===== config.mk =====
export PLATFORM = sky130hd
export DESIGN_NAME = my_mod_seq_ctrl_v1
export DESIGN_NICKNAME = d
export VERILOG_FILES = /design/src/rtl/my_mod_seq_ctrl_v1.sv
export SDC_FILE = /design/constraint.sdc
export NUM_CORES = 1
export LEC_CHECK = 0
export CORE_ASPECT_RATIO = 1.5
export CORE_MARGIN = 2
export CORE_UTILIZATION = 28
export CTS_CLUSTER_SIZE = 10
export DETAILED_ROUTE_END_ITERATION = 16
export GPL_TIMING_DRIVEN = 0
export SETUP_SLACK_MARGIN = 0.05
export SYNTH_ARGS = -nofsm -noshare
export SYNTH_HDL_FRONTEND = slang
export SYNTH_SLANG_ARGS = --single-unit

===== constraint.sdc =====
create_clock -name i_clk -period 10.39 [get_ports i_clk]
set_clock_uncertainty 0.05 [all_clocks]
set_input_delay 2.078 -clock i_clk [delete_from_list [all_inputs] [get_ports i_clk]]
set_output_delay 2.078 -clock i_clk [all_outputs]
set_load 0.01 [all_outputs]

===== src/rtl/my_mod_seq_ctrl_v1.sv =====
// my_mod_seq_ctrl_v1: square-wave modulation sequencer with frame-synchronous config apply and frame watchdog
module my_mod_seq_ctrl_v1 #(
  parameter int MIN_HP      = 4,
  parameter int TMO_PERIODS = 4
) (
  input  logic               i_clk,
  input  logic               i_rst,
  input  logic               i_en,
  input  logic [31:0]        i_half_period,
  input  logic               i_cfg_wr,
  input  logic [31:0]        i_cfg_wait_cnt,
  input  logic [4:0]         i_cfg_avg_sel,
  input  logic signed [31:0] i_cfg_err_offset,
  input  logic               i_cfg_polarity,
  input  logic               i_frame_done,
  output logic               o_status,
  output logic               o_trig,
  output logic [31:0]        o_wait_cnt,
  output logic [31:0]        o_avg_sel,
  output logic signed [31:0] o_err_offset,
  output logic               o_polarity,
  output logic               o_cfg_pend,
  output logic               o_cfg_err,
  output logic               o_frame_tmo,
  output logic [1:0]         o_state
);
  localparam logic [1:0] IDLE = 2'd0, HIGH = 2'd1, LOW = 2'd2;
  logic [1:0]         state;
  logic [31:0]        cnt, hp, wd, hp_req, sh_wait;
  logic signed [31:0] sh_off;
  logic [4:0]         sh_avg, act_avg;
  logic               sh_pol, reject, apply, half_end, rise;
  logic [33:0]        need;
  always_comb begin
    hp_req   = (i_half_period < 32'(MIN_HP)) ? 32'(MIN_HP) : i_half_period;
    need     = {2'b0, i_cfg_wait_cnt} + (34'd1 << i_cfg_avg_sel[3:0]) + 34'd2;
    reject   = (i_cfg_avg_sel > 5'd15) || (need > {2'b0, hp_req});
    apply    = o_cfg_pend && (i_frame_done || state == IDLE);
    half_end = cnt == '0;
    rise     = state == LOW && half_end && i_en;
  end
  // hp is only re-latched entering HIGH, so the LOW half always mirrors it
  always_ff @(posedge i_clk or posedge i_rst)
    if (i_rst) begin
      state    <= IDLE;
      cnt      <= '0;
      hp       <= '0;
      o_status <= 1'b0;
      o_trig   <= 1'b0;
    end else begin
      o_trig <= 1'b0;
      case (state)
        IDLE: if (i_en) begin
          state    <= HIGH;
          hp       <= hp_req;
          cnt      <= hp_req - 32'd1;
          o_status <= 1'b1;
        end
        HIGH: if (half_end) begin
          state    <= LOW;
          cnt      <= hp - 32'd1;
          o_status <= 1'b0;
          o_trig   <= 1'b1;
        end else cnt <= cnt - 32'd1;
        LOW: if (!half_end) cnt <= cnt - 32'd1;
        else if (i_en) begin
          state    <= HIGH;
          hp       <= hp_req;
          cnt      <= hp_req - 32'd1;
          o_status <= 1'b1;
          o_trig   <= 1'b1;
        end else state <= IDLE;
        default: state <= IDLE;
      endcase
    end
  always_ff @(posedge i_clk or posedge i_rst)
    if (i_rst) begin
      wd          <= '0;
      o_frame_tmo <= 1'b0;
    end else if (state == IDLE) begin
      wd <= '0;
      if (i_en) o_frame_tmo <= 1'b0;
    end else if (i_frame_done) wd <= '0;
    else if (rise) begin
      if (wd < 32'(TMO_PERIODS)) wd <= wd + 32'd1;
      if (wd >= 32'(TMO_PERIODS - 1)) o_frame_tmo <= 1'b1;
    end
  // apply uses the pre-edge shadow, so a same-cycle write stays pending
  always_ff @(posedge i_clk or posedge i_rst)
    if (i_rst) begin
      sh_wait      <= '0;
      sh_avg       <= '0;
      sh_off       <= '0;
      sh_pol       <= 1'b0;
      o_wait_cnt   <= '0;
      act_avg      <= '0;
      o_err_offset <= '0;
      o_polarity   <= 1'b0;
      o_cfg_pend   <= 1'b0;
      o_cfg_err    <= 1'b0;
    end else begin
      if (apply) begin
        o_wait_cnt   <= sh_wait;
        act_avg      <= sh_avg;
        o_err_offset <= sh_off;
        o_polarity   <= sh_pol;
        o_cfg_pend   <= 1'b0;
      end
      if (i_cfg_wr && reject) o_cfg_err <= 1'b1;
      else if (i_cfg_wr) begin
        sh_wait    <= i_cfg_wait_cnt;
        sh_avg     <= i_cfg_avg_sel;
        sh_off     <= i_cfg_err_offset;
        sh_pol     <= i_cfg_polarity;
        o_cfg_pend <= 1'b1;
        o_cfg_err  <= 1'b0;
      end
    end
  assign o_avg_sel = {27'b0, act_avg};
  assign o_state   = state;
endmodule


==> flow_metrics.tcl <==
set metrics [dict create \
    cts_inserted_buffers 29 \
    share_of_cell_area_taken_by_muxes_after_synthesis_pct 13.8 \
    ctsResizeCount 0 \
    synth.yosys.warnings 0 \
    netSwitchingPower_uw 891 \
    clock_latency_ns 0.58 \
    pwr-share-seq_pct 42.0 \
    post_synth_fa_ha_maj_area_fraction_pct 6.73 \
    power_density_nw_per_um2 178 \
    detail_route.first_pass.iterations 7 \
    cp_data_arrival_time_ns 9.31 \
    cp-end-kind "flip-flop" \
    syn_area_um2 13900 \
    synth_cell_types 67 \
    hold_violations 0 \
    setup_viol 0 \
    power.leakage_uw 0.00747 \
    required_ns 10.79 \
    total_number_of_placement_rows 99 \
    globalRouteTotalUtil_pct 16.7 \
    postRouteWirelength_um 43100 \
    worst_setup_hold_path_clk_slew_ns 0.05 \
    fp.dieH_um 277 \
    synth_edf_count 0 \
    synth_largest_type_area_fraction_pct 43.8 \
    netlist.top_cell.by_area "dfrtp_1" \
    first_global_vias 11600 \
    gp_congestion 0.952 \
    min_period_over_period_pct 85.7 \
    final_core_util_pct 35.9 \
    route.detailed.wl_per_inst_um 19.3 \
    layout-drive-gt1-share_pct 16.8 \
    unrepaired_setup_endpoints_after_global_routing "no" \
    compound_gate_portion_of_the_synthesized_area_pct 10.0 \
    yosys_register_bits 243 \
    run_status "finished, final reports clean" \
    area_delta_synth_final_pct 26.3 \
    crit_fanout 10 \
    synth_area_leaders "dfrtp_1, mux2_2, ha_1" \
    pwr-share-clk_pct 29.7 \
    maxCapViolCount 0 \
    htreeDepth 1 \
    peakVddDrop_mv 0.166 \
    vias 11000 \
    syn_area_per_cell_um2 10.5 \
    cts_hold_buf 0 \
    drc 0 \
    grt_antenna_before_repair 3 \
    initial_utilization_pct 28.4 \
    report.final.slew_viol_count 0 \
    core_area_um2 48800 \
    crit_type "input port to flip-flop" \
    numPlacedInstances 2194 \
    ant_nets 0 \
    ctsLongestPathBuffers 3 \
    die_width_um 186 \
    maximum_number_of_pins_on_one_net_before_global_route_repair 96 \
    power.internal_uw 2230 \
    synthesized_instance_count 1327 \
    fmax_mhz 112 \
    combinational_family_with_the_most_area_after_synthesis "simple AND/OR/NAND/NOR gates" \
    ioPinCount 211 \
    yosysMostFrequentCell "dfrtp_1" \
    detailedRoute.firstIterationViolations 503 \
    synth_top_flop_cell "dfrtp_1" \
    post_cts_buffers 0 \
    timing.slew.headroom_pct 11.1 \
    p_comb_share_pct 28.3 \
    tritoncts "yes" \
    synth.yosys.seq_area_share_pct 43.8 \
    global_route.overflow_total 0 \
    die-area_um2 51400 \
    port-buffer-count 183 \
    synth_async_sr_flop_share_pct 100 \
    cts.sinks 243 \
    slew_of_the_pin_with_the_lowest_slew_margin_ns 1.32 \
    min_path_type "flip-flop to flip-flop" \
    synth-xor-area-share_pct 5.87 \
    synth_simple_gate_area_share_pct 15.4 \
    root_buffer "clkbuf_16" \
    vias_per_cell 4.93 \
    finish.net_count 1750 \
    wire_length_of_the_first_global_routing_pass_um 66800 \
    layoutNonFillerInstCount 2234 \
    dp_hpwl_um 34000 \
    netlist_top_cells_count "dfrtp_1, mux2_2, nand2_1" \
    critPathLaunchType "input port" \
    layout_min_cycle_time_ns 8.90 \
    power_switching_share_pct 28.6 \
]
[power groups by stage]
stage          registers [uW]  logic (uW)  clock network (uW)
2_1_floorplan            1370         370                   0
3_3_place_gp             1320         873                   0
3_5_place_dp             1330         887                   0
4_1_cts                  1310         893                 951
5_1_grt                  1340         949                 985
6_report                 1310         882                 926
[path summary, 6_finish.rpt]
path	startpoint	end	slack [ns]	depth (start not counted)
setup reg to reg	cnt[12]	cnt[30]	6.55	8
max in group asynchronous	i_rst	o_err_offset[27]	7.12	4
setup / recovery	i_cfg_avg_sel[3]	sh_off[1]	1.49	25
hold / removal	o_frame_tmo	o_frame_tmo	0.43	2
hold reg to reg	o_frame_tmo	o_frame_tmo	0.43	2
min in group asynchronous	i_rst	wd[15]	1.86	2
[cell families (layout without fill, tap and decap cells)]
logic type	count (synthesis)	in the layout
buf+inv	122	345
compound gates	214	214
flops	243	243
xor+xnor	93	93
other cells	1	29
fa+ha+maj	74	74
mux	170	170
simple gates	410	410
[critical path, stage by stage]
cell	delay [ns]
clkdlybuf4s50_1	0.56
nand2b_1	0.26
or3_1	0.34
ha_1	0.28
inv_1	0.04
ha_1	0.21
fa_1	0.44
a211oi_1	0.27
o21bai_1	0.14
a211oi_1	0.45
o21ai_0	0.19
a31o_2	0.26
clkbuf_1	0.23
nand4_1	0.19
xnor2_1	0.08
ha_1	0.34
nand4_1	0.19
nor4_1	0.55
nand2_1	0.09
o21ai_0	0.24
o31ai_1	0.14
a21bo_2	0.20
clkbuf_1	0.49
clkbuf_1	0.61
mux2_2	0.41
[state kept, by name, summed over array words and instances (netlist names), 2 cells and up]
signal and count:
act_avg 5, o_state 2, sh_wait 32, sh_avg 5, hp 32, wd 32, sh_off 32, o_err_offset 32
o_wait_cnt 32, cnt 32
[final cells by class]
cell class	count	area (um^2)
Timing Repair Buffer	185	1890
Inverter	49	191
Antenna cell	2	5.00
Clock inverter	3	30.0
Fill cell	4900	31300
Tap cell	656	821
Multi-Input combinational cell	988	7290
Buffer	73	413
Clock buffer	35	798
Sequential cell	243	6080
[through the flow]
step / setup WS [ns] / instance area (um^2) / setup TNS (ns) / hold slack, ns / power, uW
after floorplan: 1.59 / 14000 / 0 / 0.397 / 1740
after global placement: -1.61 / 16600 / -381.84 / 0.413 / 2190
after detailed placement: 0.869 / 16700 / 0 / 0.421 / 2210
after CTS: 1.45 / 17500 / 0 / 0.440 / 3160
after global routing: 1.05 / 17500 / 0 / 0.451 / 3280
final: 1.49 / 17500 / 0 / 0.428 / 3120
[cell usage in the layout, fill, tap and decap left out, types with 27 or more instances in the layout]
cell type / count
nand3_1: 31
inv_1: 48
buf_4: 28
ha_1: 73
nand2_1: 84
and2_1: 35
conb_1: 27
clkbuf_1: 30
xnor2_1: 70
mux2_2: 168
nor3_1: 48
dfrtp_1: 243
a21oi_1: 60
clkbuf_16: 29
nor4_1: 28
clkdlybuf4s50_1: 183
nor2_1: 78
o21ai_0: 48
[metal layers]
metal	GRT usage (%)	up-vias	wire length (um)
met1	17.9	5398	15900
met5	0	-	13
met2	31.4	306	23300
met4	7.43	2	1800
li1	-	5210	-
met3	2.85	96	2030
No activity file was read; power rests on OpenSTA's default activity.
